`config.mk`:
```
export PLATFORM = sky130hd
export DESIGN_NAME = dmem_arbiter_flat
export DESIGN_NICKNAME = d
export VERILOG_FILES = /design/src/rtl/dmem_pkg.sv /design/src/rtl/dmem_arbiter_if.sv /design/src/rtl/dmem_port_mux.sv /design/src/rtl/dmem_arbiter.sv /design/src/flat_wrapper.sv
export SDC_FILE = /design/constraint.sdc
export NUM_CORES = 1
export LEC_CHECK = 0
export BUFFER_PORTS_ARGS = -buffer_cell sky130_fd_sc_hd__buf_4
export CORE_AREA = 3 3 116 118
export DETAILED_ROUTE_END_ITERATION = 7
export DIE_AREA = 0 0 119 121
export GPL_ROUTABILITY_DRIVEN = 0
export SYNTH_ARGS = -nofsm -noshare
export SYNTH_HDL_FRONTEND = slang
export SYNTH_SLANG_ARGS = --single-unit
```
`constraint.sdc`:
```
create_clock -name CLK -period 1.5 [get_ports CLK]
set_input_delay 0.3 -clock CLK [delete_from_list [all_inputs] [get_ports CLK]]
set_output_delay 0.3 -clock CLK [all_outputs]
set_load 0.005 [all_outputs]
```
`src/rtl/dmem_pkg.sv`:
```
// Shared types and sizes for the data-memory arbiter slice.
// Holds port-select and FSM state encodings plus the memory geometry.
package dmem_pkg;

    typedef enum logic {
        PORT_CPU = 1'b0,
        PORT_DBG = 1'b1
    } port_e;

    typedef enum logic {
        ST_IDLE   = 1'b0,
        ST_LOCKED = 1'b1
    } state_e;

    localparam int DMEM_DEPTH = 32;
    localparam int DMEM_IDX_W = 5;

endpackage

```
`src/rtl/dmem_arbiter_if.sv`:
```
// Bus bundle between the two requesters, the arbiter and the data memory.
// slave: arbiter view (requests in, grants/memory controls out); master: the rest.
interface dmem_arbiter_if #(
    parameter int ADDR_W = 32,
    parameter int DATA_W = 32
);
    logic              cpu_req;
    logic              cpu_we;
    logic [ADDR_W-1:0] cpu_addr;
    logic [DATA_W-1:0] cpu_wdata;
    logic [DATA_W-1:0] cpu_rdata;
    logic              cpu_gnt;
    logic              cpu_stall;

    logic              dbg_req;
    logic              dbg_we;
    logic              dbg_lock;
    logic [ADDR_W-1:0] dbg_addr;
    logic [DATA_W-1:0] dbg_wdata;
    logic [DATA_W-1:0] dbg_rdata;
    logic              dbg_gnt;

    logic [ADDR_W-1:0] mem_addr;
    logic [DATA_W-1:0] mem_wdata;
    logic              mem_write;
    logic              mem_read;
    logic [DATA_W-1:0] mem_rdata;

    modport slave (
        input  cpu_req, cpu_we, cpu_addr, cpu_wdata,
        output cpu_rdata, cpu_gnt, cpu_stall,
        input  dbg_req, dbg_we, dbg_lock, dbg_addr, dbg_wdata,
        output dbg_rdata, dbg_gnt,
        output mem_addr, mem_wdata, mem_write, mem_read,
        input  mem_rdata
    );

    modport master (
        output cpu_req, cpu_we, cpu_addr, cpu_wdata,
        input  cpu_rdata, cpu_gnt, cpu_stall,
        output dbg_req, dbg_we, dbg_lock, dbg_addr, dbg_wdata,
        input  dbg_rdata, dbg_gnt,
        input  mem_addr, mem_wdata, mem_write, mem_read,
        output mem_rdata
    );

endinterface

```
`src/rtl/dmem_port_mux.sv`:
```
// Combinational request/data mux toward the memory and read-data gating back.
// Ports: sel/valid pick the port; cpu*/dbg* request side; mem* memory side.
module dmem_port_mux
    import dmem_pkg::*;
#(
    parameter int ADDR_W = 32,
    parameter int DATA_W = 32
) (
    input  port_e             sel,
    input  logic              valid,
    input  logic              cpuWe,
    input  logic [ADDR_W-1:0] cpuAddr,
    input  logic [DATA_W-1:0] cpuWdata,
    input  logic              dbgWe,
    input  logic [ADDR_W-1:0] dbgAddr,
    input  logic [DATA_W-1:0] dbgWdata,
    input  logic [DATA_W-1:0] memRdata,
    output logic [ADDR_W-1:0] memAddr,
    output logic [DATA_W-1:0] memWdata,
    output logic              memWrite,
    output logic              memRead,
    output logic [DATA_W-1:0] cpuRdata,
    output logic [DATA_W-1:0] dbgRdata
);

    always_comb begin
        memAddr  = '0;
        memWdata = '0;
        memWrite = 1'b0;
        memRead  = 1'b0;
        cpuRdata = '0;
        dbgRdata = '0;
        unique case (1'b1)
            (valid && sel == PORT_CPU): begin
                memAddr  = cpuAddr;
                memWdata = cpuWdata;
                memWrite = cpuWe;
                memRead  = !cpuWe;
                if (!cpuWe) cpuRdata = memRdata;
            end
            (valid && sel == PORT_DBG): begin
                memAddr  = dbgAddr;
                memWdata = dbgWdata;
                memWrite = dbgWe;
                memRead  = !dbgWe;
                if (!dbgWe) dbgRdata = memRdata;
            end
            default: ;
        endcase
    end

endmodule

```
`src/rtl/dmem_arbiter.sv`:
```
// Round-robin arbiter sharing the data memory between MEM stage and debug port.
// Ports: CLK, RST (sync, active high), bus (dmem_arbiter_if.slave);
// err (sticky out-of-range flag) only when DMEM_ARB_RANGE_CHECK_EN is defined.
module dmem_arbiter
    import dmem_pkg::*;
#(
    parameter int ADDR_W   = 32,
    parameter int DATA_W   = 32,
    parameter int MAX_LOCK = 8
) (
    input  logic CLK,
    input  logic RST,
    dmem_arbiter_if.slave bus
`ifdef DMEM_ARB_RANGE_CHECK_EN
    ,
    output logic err
`endif
);

    localparam logic [7:0] LOCK_LAST = 8'(MAX_LOCK - 1);

    state_e     state;
    port_e      last;
    logic [7:0] lockCnt;

    logic  cpuGnt;
    logic  dbgGnt;
    logic  anyGnt;
    logic  accOk;
    logic  forced;
    port_e sel;

    always_comb begin
        cpuGnt = 1'b0;
        dbgGnt = 1'b0;
        unique case (state)
            ST_IDLE: begin
                cpuGnt = bus.cpu_req &&
                         (!bus.dbg_req || last == PORT_DBG);
                dbgGnt = bus.dbg_req && !cpuGnt;
            end
            ST_LOCKED: begin
                dbgGnt = bus.dbg_req;
            end
        endcase
    end

    assign anyGnt = cpuGnt | dbgGnt;
    assign sel    = dbgGnt ? PORT_DBG : PORT_CPU;
    assign forced = (state == ST_LOCKED) && bus.cpu_req &&
                    (lockCnt == LOCK_LAST);

`ifdef DMEM_ARB_RANGE_CHECK_EN
    logic [ADDR_W-1:0] selAddr;
    logic              oor;

    assign selAddr = dbgGnt ? bus.dbg_addr : bus.cpu_addr;
    assign oor     = |selAddr[ADDR_W-1:DMEM_IDX_W];
    // Out-of-range accesses still count as granted, but never reach memory.
    assign accOk   = anyGnt && !oor;

    always_ff @(posedge CLK) begin
        if (RST) err <= 1'b0;
        else if (anyGnt && oor) err <= 1'b1;
    end
`else
    assign accOk = anyGnt;
`endif

    dmem_port_mux #(
        .ADDR_W(ADDR_W),
        .DATA_W(DATA_W)
    ) u_mux (
        .sel      (sel),
        .valid    (accOk),
        .cpuWe    (bus.cpu_we),
        .cpuAddr  (bus.cpu_addr),
        .cpuWdata (bus.cpu_wdata),
        .dbgWe    (bus.dbg_we),
        .dbgAddr  (bus.dbg_addr),
        .dbgWdata (bus.dbg_wdata),
        .memRdata (bus.mem_rdata),
        .memAddr  (bus.mem_addr),
        .memWdata (bus.mem_wdata),
        .memWrite (bus.mem_write),
        .memRead  (bus.mem_read),
        .cpuRdata (bus.cpu_rdata),
        .dbgRdata (bus.dbg_rdata)
    );

    assign bus.cpu_gnt   = cpuGnt;
    assign bus.dbg_gnt   = dbgGnt;
    assign bus.cpu_stall = bus.cpu_req && !cpuGnt;

    always_ff @(posedge CLK) begin
        if (RST) begin
            state   <= ST_IDLE;
            last    <= PORT_DBG;
            lockCnt <= '0;
        end else begin
            unique case (state)
                ST_IDLE: begin
                    if (dbgGnt && bus.dbg_lock) begin
                        state   <= ST_LOCKED;
                        lockCnt <= '0;
                    end
                end
                ST_LOCKED: begin
                    if (forced) begin
                        state   <= ST_IDLE;
                        lockCnt <= '0;
                    end else begin
                        if (bus.cpu_req) lockCnt <= lockCnt + 8'd1;
                        if (!bus.dbg_lock) state <= ST_IDLE;
                    end
                end
            endcase
            // A forced release hands the next contention to the CPU.
            if (cpuGnt) last <= PORT_CPU;
            else if (dbgGnt || forced) last <= PORT_DBG;
        end
    end

endmodule

```
`src/flat_wrapper.sv`:
```
// flat-port wrapper written by rule: the top's interface ports become plain ports
module dmem_arbiter_flat import dmem_pkg::*;
#(
    parameter int ADDR_W   = 32,
    parameter int DATA_W   = 32,
    parameter int MAX_LOCK = 8
)
  (CLK, RST, bus_cpu_req, bus_cpu_we, bus_cpu_addr, bus_cpu_wdata, bus_cpu_rdata, bus_cpu_gnt, bus_cpu_stall, bus_dbg_req, bus_dbg_we, bus_dbg_lock, bus_dbg_addr, bus_dbg_wdata, bus_dbg_rdata, bus_dbg_gnt, bus_mem_addr, bus_mem_wdata, bus_mem_write, bus_mem_read, bus_mem_rdata);
  dmem_arbiter_if #(.ADDR_W(ADDR_W), .DATA_W(DATA_W)) bus_i ();
  input  logic CLK;
  input  logic RST;
  input wire logic [$bits(bus_i.cpu_req)-1:0] bus_cpu_req;
  input wire logic [$bits(bus_i.cpu_we)-1:0] bus_cpu_we;
  input wire logic [$bits(bus_i.cpu_addr)-1:0] bus_cpu_addr;
  input wire logic [$bits(bus_i.cpu_wdata)-1:0] bus_cpu_wdata;
  output wire logic [$bits(bus_i.cpu_rdata)-1:0] bus_cpu_rdata;
  output wire logic [$bits(bus_i.cpu_gnt)-1:0] bus_cpu_gnt;
  output wire logic [$bits(bus_i.cpu_stall)-1:0] bus_cpu_stall;
  input wire logic [$bits(bus_i.dbg_req)-1:0] bus_dbg_req;
  input wire logic [$bits(bus_i.dbg_we)-1:0] bus_dbg_we;
  input wire logic [$bits(bus_i.dbg_lock)-1:0] bus_dbg_lock;
  input wire logic [$bits(bus_i.dbg_addr)-1:0] bus_dbg_addr;
  input wire logic [$bits(bus_i.dbg_wdata)-1:0] bus_dbg_wdata;
  output wire logic [$bits(bus_i.dbg_rdata)-1:0] bus_dbg_rdata;
  output wire logic [$bits(bus_i.dbg_gnt)-1:0] bus_dbg_gnt;
  output wire logic [$bits(bus_i.mem_addr)-1:0] bus_mem_addr;
  output wire logic [$bits(bus_i.mem_wdata)-1:0] bus_mem_wdata;
  output wire logic [$bits(bus_i.mem_write)-1:0] bus_mem_write;
  output wire logic [$bits(bus_i.mem_read)-1:0] bus_mem_read;
  input wire logic [$bits(bus_i.mem_rdata)-1:0] bus_mem_rdata;
  assign bus_i.cpu_req = bus_cpu_req;
  assign bus_i.cpu_we = bus_cpu_we;
  assign bus_i.cpu_addr = bus_cpu_addr;
  assign bus_i.cpu_wdata = bus_cpu_wdata;
  assign bus_cpu_rdata = bus_i.cpu_rdata;
  assign bus_cpu_gnt = bus_i.cpu_gnt;
  assign bus_cpu_stall = bus_i.cpu_stall;
  assign bus_i.dbg_req = bus_dbg_req;
  assign bus_i.dbg_we = bus_dbg_we;
  assign bus_i.dbg_lock = bus_dbg_lock;
  assign bus_i.dbg_addr = bus_dbg_addr;
  assign bus_i.dbg_wdata = bus_dbg_wdata;
  assign bus_dbg_rdata = bus_i.dbg_rdata;
  assign bus_dbg_gnt = bus_i.dbg_gnt;
  assign bus_mem_addr = bus_i.mem_addr;
  assign bus_mem_wdata = bus_i.mem_wdata;
  assign bus_mem_write = bus_i.mem_write;
  assign bus_mem_read = bus_i.mem_read;
  assign bus_i.mem_rdata = bus_mem_rdata;
  dmem_arbiter #(.ADDR_W(ADDR_W), .DATA_W(DATA_W), .MAX_LOCK(MAX_LOCK)) u_core (.CLK(CLK), .RST(RST), .bus(bus_i));
endmodule
```
After elaboration in Yosys (flattened, before gate mapping)
Cells that the tools add are included.
{"block": "word_totals", "regBits": 10, "latchBits": 0, "mem_bits_rw": 0, "mem_bits_ro": 0, "in_bits": 167, "output_inout_bits": 133, "mem_count": 0}
{"block": "op_classes", "addsub": 1, "multipliers": 0, "div_mod_pow": 0, "order_cmp": 0, "eq_ne": 3, "shift": 0, "n_mux": 21, "bitwise_logic": 3, "reduce_logical": 17}
{"op": "$mux 32", "count": 4}
{"op": "$pmux 32 s2", "count": 2}
{"op": "$mux 8", "count": 3}
{"op": "$pmux 8 s2", "count": 1}
{"op": "$add 8x1->8 const B", "count": 1}
{"op": "$eq 8x3->1 const B", "count": 1}
{"op": "$logic_and 1x1->1", "count": 8}
{"op": "$pmux 1 s2", "count": 4}
{"op": "$mux 1", "count": 7}
{"op": "$logic_not 1->1", "count": 5}
{"op": "$ne 3x3->1 const B", "count": 1}
{"op": "$logic_or 1x1->1", "count": 2}
{"op": "$ne 2x1->1 const B", "count": 1}
{"op": "$not 1->1", "count": 2}
{"op": "$reduce_and 2->1", "count": 1}
{"op": "$reduce_bool 2->1", "count": 1}
{"op": "$or 1x1->1", "count": 1}

Logic depth before layout (Yosys ltp)
{"block": "depth", "ltp_word": 10, "depth_mapped": 6, "ltp_nobuf": 5}

Cells and area by module
A second synthesis with hierarchy kept.
{"block": "unflattened", "hier_cells": 287, "area_unflattened_um2": 2303.5}
{"module": "dmem_port_mux", "instances": 1, "cells_each": 217, "area_each_um2": 1661.6, "seq_area_each_um2": 0.0}
{"module": "dmem_arbiter", "instances": 1, "cells_each": 70, "area_each_um2": 641.9, "seq_area_each_um2": 200.2}

Least setup slack after synthesis
Ideal clock, no wire load.
{"block": "synth_path", "path_kind": "flip-flop to output port", "startpoint": "register u_core.state", "endpoint": "output port bus_mem_addr[10]", "t_arrival_ns": 1.128, "t_required_ns": 1.200, "setup_slack_ns": 0.072, "stages_incl_launch_ff": 7, "path_cell_list": "dfxtp_1 > nor2b_2 > o21ai_2 > inv_2 > buf_6 > buf_4 > a22o_1"}
{"block": "synth_between", "elab_chain_len": 6, "word_cells_on_any_way": 9, "classes_between": "mux: 4; bitwise: 3; reduce/logical: 2"}
{"element": "start, declared", "line": "dmem_arbiter.sv:22", "text": "state_e state;"}
{"element": "start signal, assigned", "line": "dmem_arbiter.sv:97", "text": "state <= ST_IDLE;"}
{"element": "start signal, assigned", "line": "dmem_arbiter.sv:104", "text": "state <= ST_LOCKED;"}
{"element": "start signal, assigned", "line": "dmem_arbiter.sv:110", "text": "state <= ST_IDLE;"}
{"element": "$not 1->1"}
{"element": "$pmux 1 s2", "line": "dmem_arbiter.sv:36", "text": "unique case (state)"}
{"element": "$mux 1", "line": "dmem_arbiter.sv:49", "text": "assign sel = dbgGnt ? PORT_DBG : PORT_CPU;"}
{"element": "$not 1->1", "line": "dmem_port_mux.sv:34", "text": "(valid && sel == PORT_CPU): begin"}
{"element": "$logic_and 1x1->1", "line": "dmem_port_mux.sv:34"}
{"element": "$pmux 32 s2 *", "line": "dmem_port_mux.sv:33", "text": "unique case (1'b1)"}
{"element": "end, declared", "line": "flat_wrapper.sv:26", "text": "output wire logic [$bits(bus_i.mem_addr)-1:0] bus_mem_addr;"}
Mark *: on every way between the ends. The rest lies on a longest branch, timed or not.

Final worst setup path
{"block": "layout_path", "startpoint": "register u_core.state", "endpoint": "output port bus_mem_wdata[13]"}
{"block": "layout_between", "elab_chain_len": 6, "word_cells_on_any_way": 9, "classes_between": "mux: 4; bitwise: 3; reduce/logical: 2"}
{"element": "$not 1->1"}
{"element": "$pmux 1 s2", "line": "dmem_arbiter.sv:36"}
{"element": "$mux 1", "line": "dmem_arbiter.sv:49"}
{"element": "$not 1->1", "line": "dmem_port_mux.sv:34"}
{"element": "$logic_and 1x1->1", "line": "dmem_port_mux.sv:34"}
{"element": "$pmux 32 s2 *", "line": "dmem_port_mux.sv:33"}
{"element": "end, declared", "line": "flat_wrapper.sv:27", "text": "output wire logic [$bits(bus_i.mem_wdata)-1:0] bus_mem_wdata;"}
Marked as above.

==> summary.md <==
| Metric | Value |
|---|---|
| Final number of setup-violating endpoints | `132` |
| Fin Setup TNS | `-36.32 ns` |
| Cell taking the most area after synthesis | `a22o_1` |
| Crit-path max FO | `9` |
| Post-detailed-placement half-perimeter wirelength | `just under 10000 um` |
| 1st-iter DRT viols | `99` |
| Syn Std Cell Area | `1662 um^2` |
| Fmax | `542.8 MHz` |
| Drt first pass iters | `4` |
| Crit start category | `flip-flop` |
| Final Hold Violating Endpoints | `0` |
| FF-to-FF setup slack | `around 0.070 ns` |
| Worst-path clk slew | `0.04 ns` |
| Leakage power total | `2.518 nW` |
| Post-Place Cells | `688` |
| Slew Viols, Final | `0` |
| Cell Count, Final, Fillers Out | `707` |
| Vias per cell | `about 4.3` |
| Row count | `around 40` |
| H-tree level count | `1` |
| # clock sinks | `10` |
| DRT antenna net count | `0` |
| I/O Buffers | `roughly 300` |
| Syn-to-layout area delta | `190.3%` |
| Setup CP Type | `flip-flop to primary output` |
| Cells after synthesis | `215` |
| Net count after synthesis | `383` |
| Failing checks | `setup timing` |
| Total of warnings raised by yosys | `0` |
| Vias in the first global route | `2897` |
| CTS tree | `yes` |
| Hold Path Class | `primary input to flip-flop` |
| Residual DRC | `0` |
| Most frequent cells in the layout | `buf_4, a22o_1, and2_1, buf_6, and2_4` |
| Hold_sp | `RST` |
| Yosys top cell area share | `34.26%` |
| Final worst slack | `-0.3422 ns` |
| Fin crit share | `122.8%` |
| Top post-synthesis cells by area | `a22o_1, and2_1, dfxtp_1` |
| CTS buffer count | `3` |
| Slew @ Worst Pin | `0.3174 ns` |
| Total GRT Usage | `14.97%` |
| Largest net degree at the start of global routing | `52` |
| CTS Hold Bufs | `0` |
| Height of the die | `about 120 um` |
| RSZ-0062 raised after global routing | `yes` |
| Tmin final | `1.842 ns` |
| Ys async rst share | `0%` |
| Power Density | `468.3 nW/um^2` |
| DIE AREA | `between 10000 and 15000 um^2` |
| Reg2reg end | `u_core.lockCnt[7]` |
| Die X | `119 um` |
| Max Cap Viol | `0` |
| Worst slack, placed | `-0.3100 ns` |
| Slew HR | `a little under 80%` |
| Commonest non-fill, non-tap cell in the layout | `buf_4` |
| Vias | `3022` |
| First-pass GRT wire length | `17280 um` |
| CP Data Required Time | `1.20 ns` |
| Clock Skew | `approximately 0.0007 ns` |
| Sequential share of the synthesized area | `between 10% and 20%` |
| Hold endpoint | `u_core.state` |
| Filler cells | `roughly 1300` |
| Post-synth EDFFs | `0` |
| Layout cells sized above 1 | `just over 70%` |
| WL per Instance | `~18 um` |
| FF-to-FF Start | `u_core.lockCnt[4]` |
| Synth Flop Type | `dfxtp_1` |
| Final #Nets | `704` |
| Crit path DAT | `1.54 ns` |
| WHS Path Cells | `2` |
| Antenna violations before repair | `1` |
| Clk buf depth | `2` |
| Total gr overflow | `0` |
| Ant diodes | `0` |
| Initial Utilization | `13.22%` |
| Seq cells post-synth | `10` |
| # IOs | `300` |
| Syn_area_per_cell | `7.728 um^2` |
| Skew-Pair Late Insertion Delay | `0.24 ns` |
| Power Total | `roughly 0.0023 W` |
| Depth of the worst register-to-register path | `5` |
| Drt total wl | `12700 um` |
| Crit end category | `primary output` |
| VDD IR-drop max | `~0.51 mV` |
| CTS root buf | `clkbuf_16` |
| Core Area | `12570 um^2` |
| Status | `finished with violations` |
| Yosys cell types | `40` |
metrics by stage:
| stage | cell area, um^2 | util [%] | hold slack, ns |
|---|---|---|---|
| CTS | 4733 | 37.66 | 0.3108 |
| floorplan | 1662 | - | 0.4666 |
| global route | 4823 | 38.38 | 0.3321 |
| global placement | 4248 | 33.80 | 0.4957 |
| finish | 4823 | 38.38 | 0.3100 |
| detailed placement | 4248 | 33.80 | 0.4958 |
sequential cells by signal (all words and copies together), names as in the netlist:
| signal | flops |
|---|---|
| u_core.state | 1 |
| u_core.last | 1 |
| u_core.lockCnt | 8 |
synth_stat cells (2+ instances only):
library cell / n
a22o_1: 65
and2_1: 65
dfxtp_1: 10
buf_2: 9
buf_4: 7
nand2_1: 7
nor2_1: 5
clkbuf_2: 4
a31oi_1: 3
nand3_1: 3
a21boi_1: 2
a21oi_1: 2
inv_2: 2
nand2b_1: 2
nor2b_1: 2
o21ai_0: 2
xor2_1: 2
final cells by class:
| cell class | instances | area [um^2] | area share, % |
|---|---|---|---|
| clock buffer | 4 | 88.84 | 1.842 |
| inverter | 2 | 7.507 | 0.1556 |
| multi-input combinational | 182 | 1440 | 29.86 |
| sequential | 10 | 202.7 | 4.202 |
| tap | 172 | 215.2 | 4.462 |
| timing repair buffer | 337 | 2869 | 59.48 |
metal layers:
layer | part of all wire, % | GRT usage [%] | wire [um] | vias to the layer above
met1 | 40 | 19.17 | 5053 | 1435
met2 | 52 | 27.13 | 6665 | 138
met5 | 0.10 | 0 | 13 | -
met4 | 0.22 | 1.376 | 28 | 2
met3 | 7.4 | 2.704 | 941 | 6
li1 | - | - | - | 1441
critical path, cell delays in order, from the launching register on:
cell     delay [ns]
dfxtp_2        0.33
nor2b_4        0.15
a21oi_4        0.09
buf_12         0.15
buf_12         0.13
buf_16         0.13
a22o_1         0.18
buf_4          0.14
worst max-delay path by stage:
stage,from,end,depth (start not counted)
after detailed placement,bus_cpu_req,bus_mem_wdata[22],7
final,u_core.state,bus_mem_wdata[13],7
after floorplan,u_core.state,bus_mem_addr[10],6
after CTS,u_core.last,bus_mem_read,7
after global routing,u_core.state,bus_cpu_rdata[13],8
after global placement,bus_cpu_req,bus_mem_wdata[23],7
power breakdown:
part           leakage (nW)  internal, W  switching (W)
logic                  2.39     0.000932       0.000517
registers            0.0811     0.000272     0.00000453
clock network        0.0442     0.000401       0.000131
total                  2.52      0.00161       0.000653
logic make-up after synthesis:
group	Yosys count	synth area share (%)
flops	10	12.05
simple gates	93	33.96
fa+ha+maj	1	0.7529
compound gates	85	43.45
buf+inv	23	8.208
xor+xnor	3	1.582
repair_timing:
item / 4_1_cts / 5_1_grt
buffers inserted: 7 / 5
pin swaps: 9 / 8
endpoints found under the setup margin: 133 / 137
hold endpoints to repair: 0 / 0
gates resized for setup: 50 / 33
gates cloned: 6 / 1
Power figures use the tool's default switching activity.
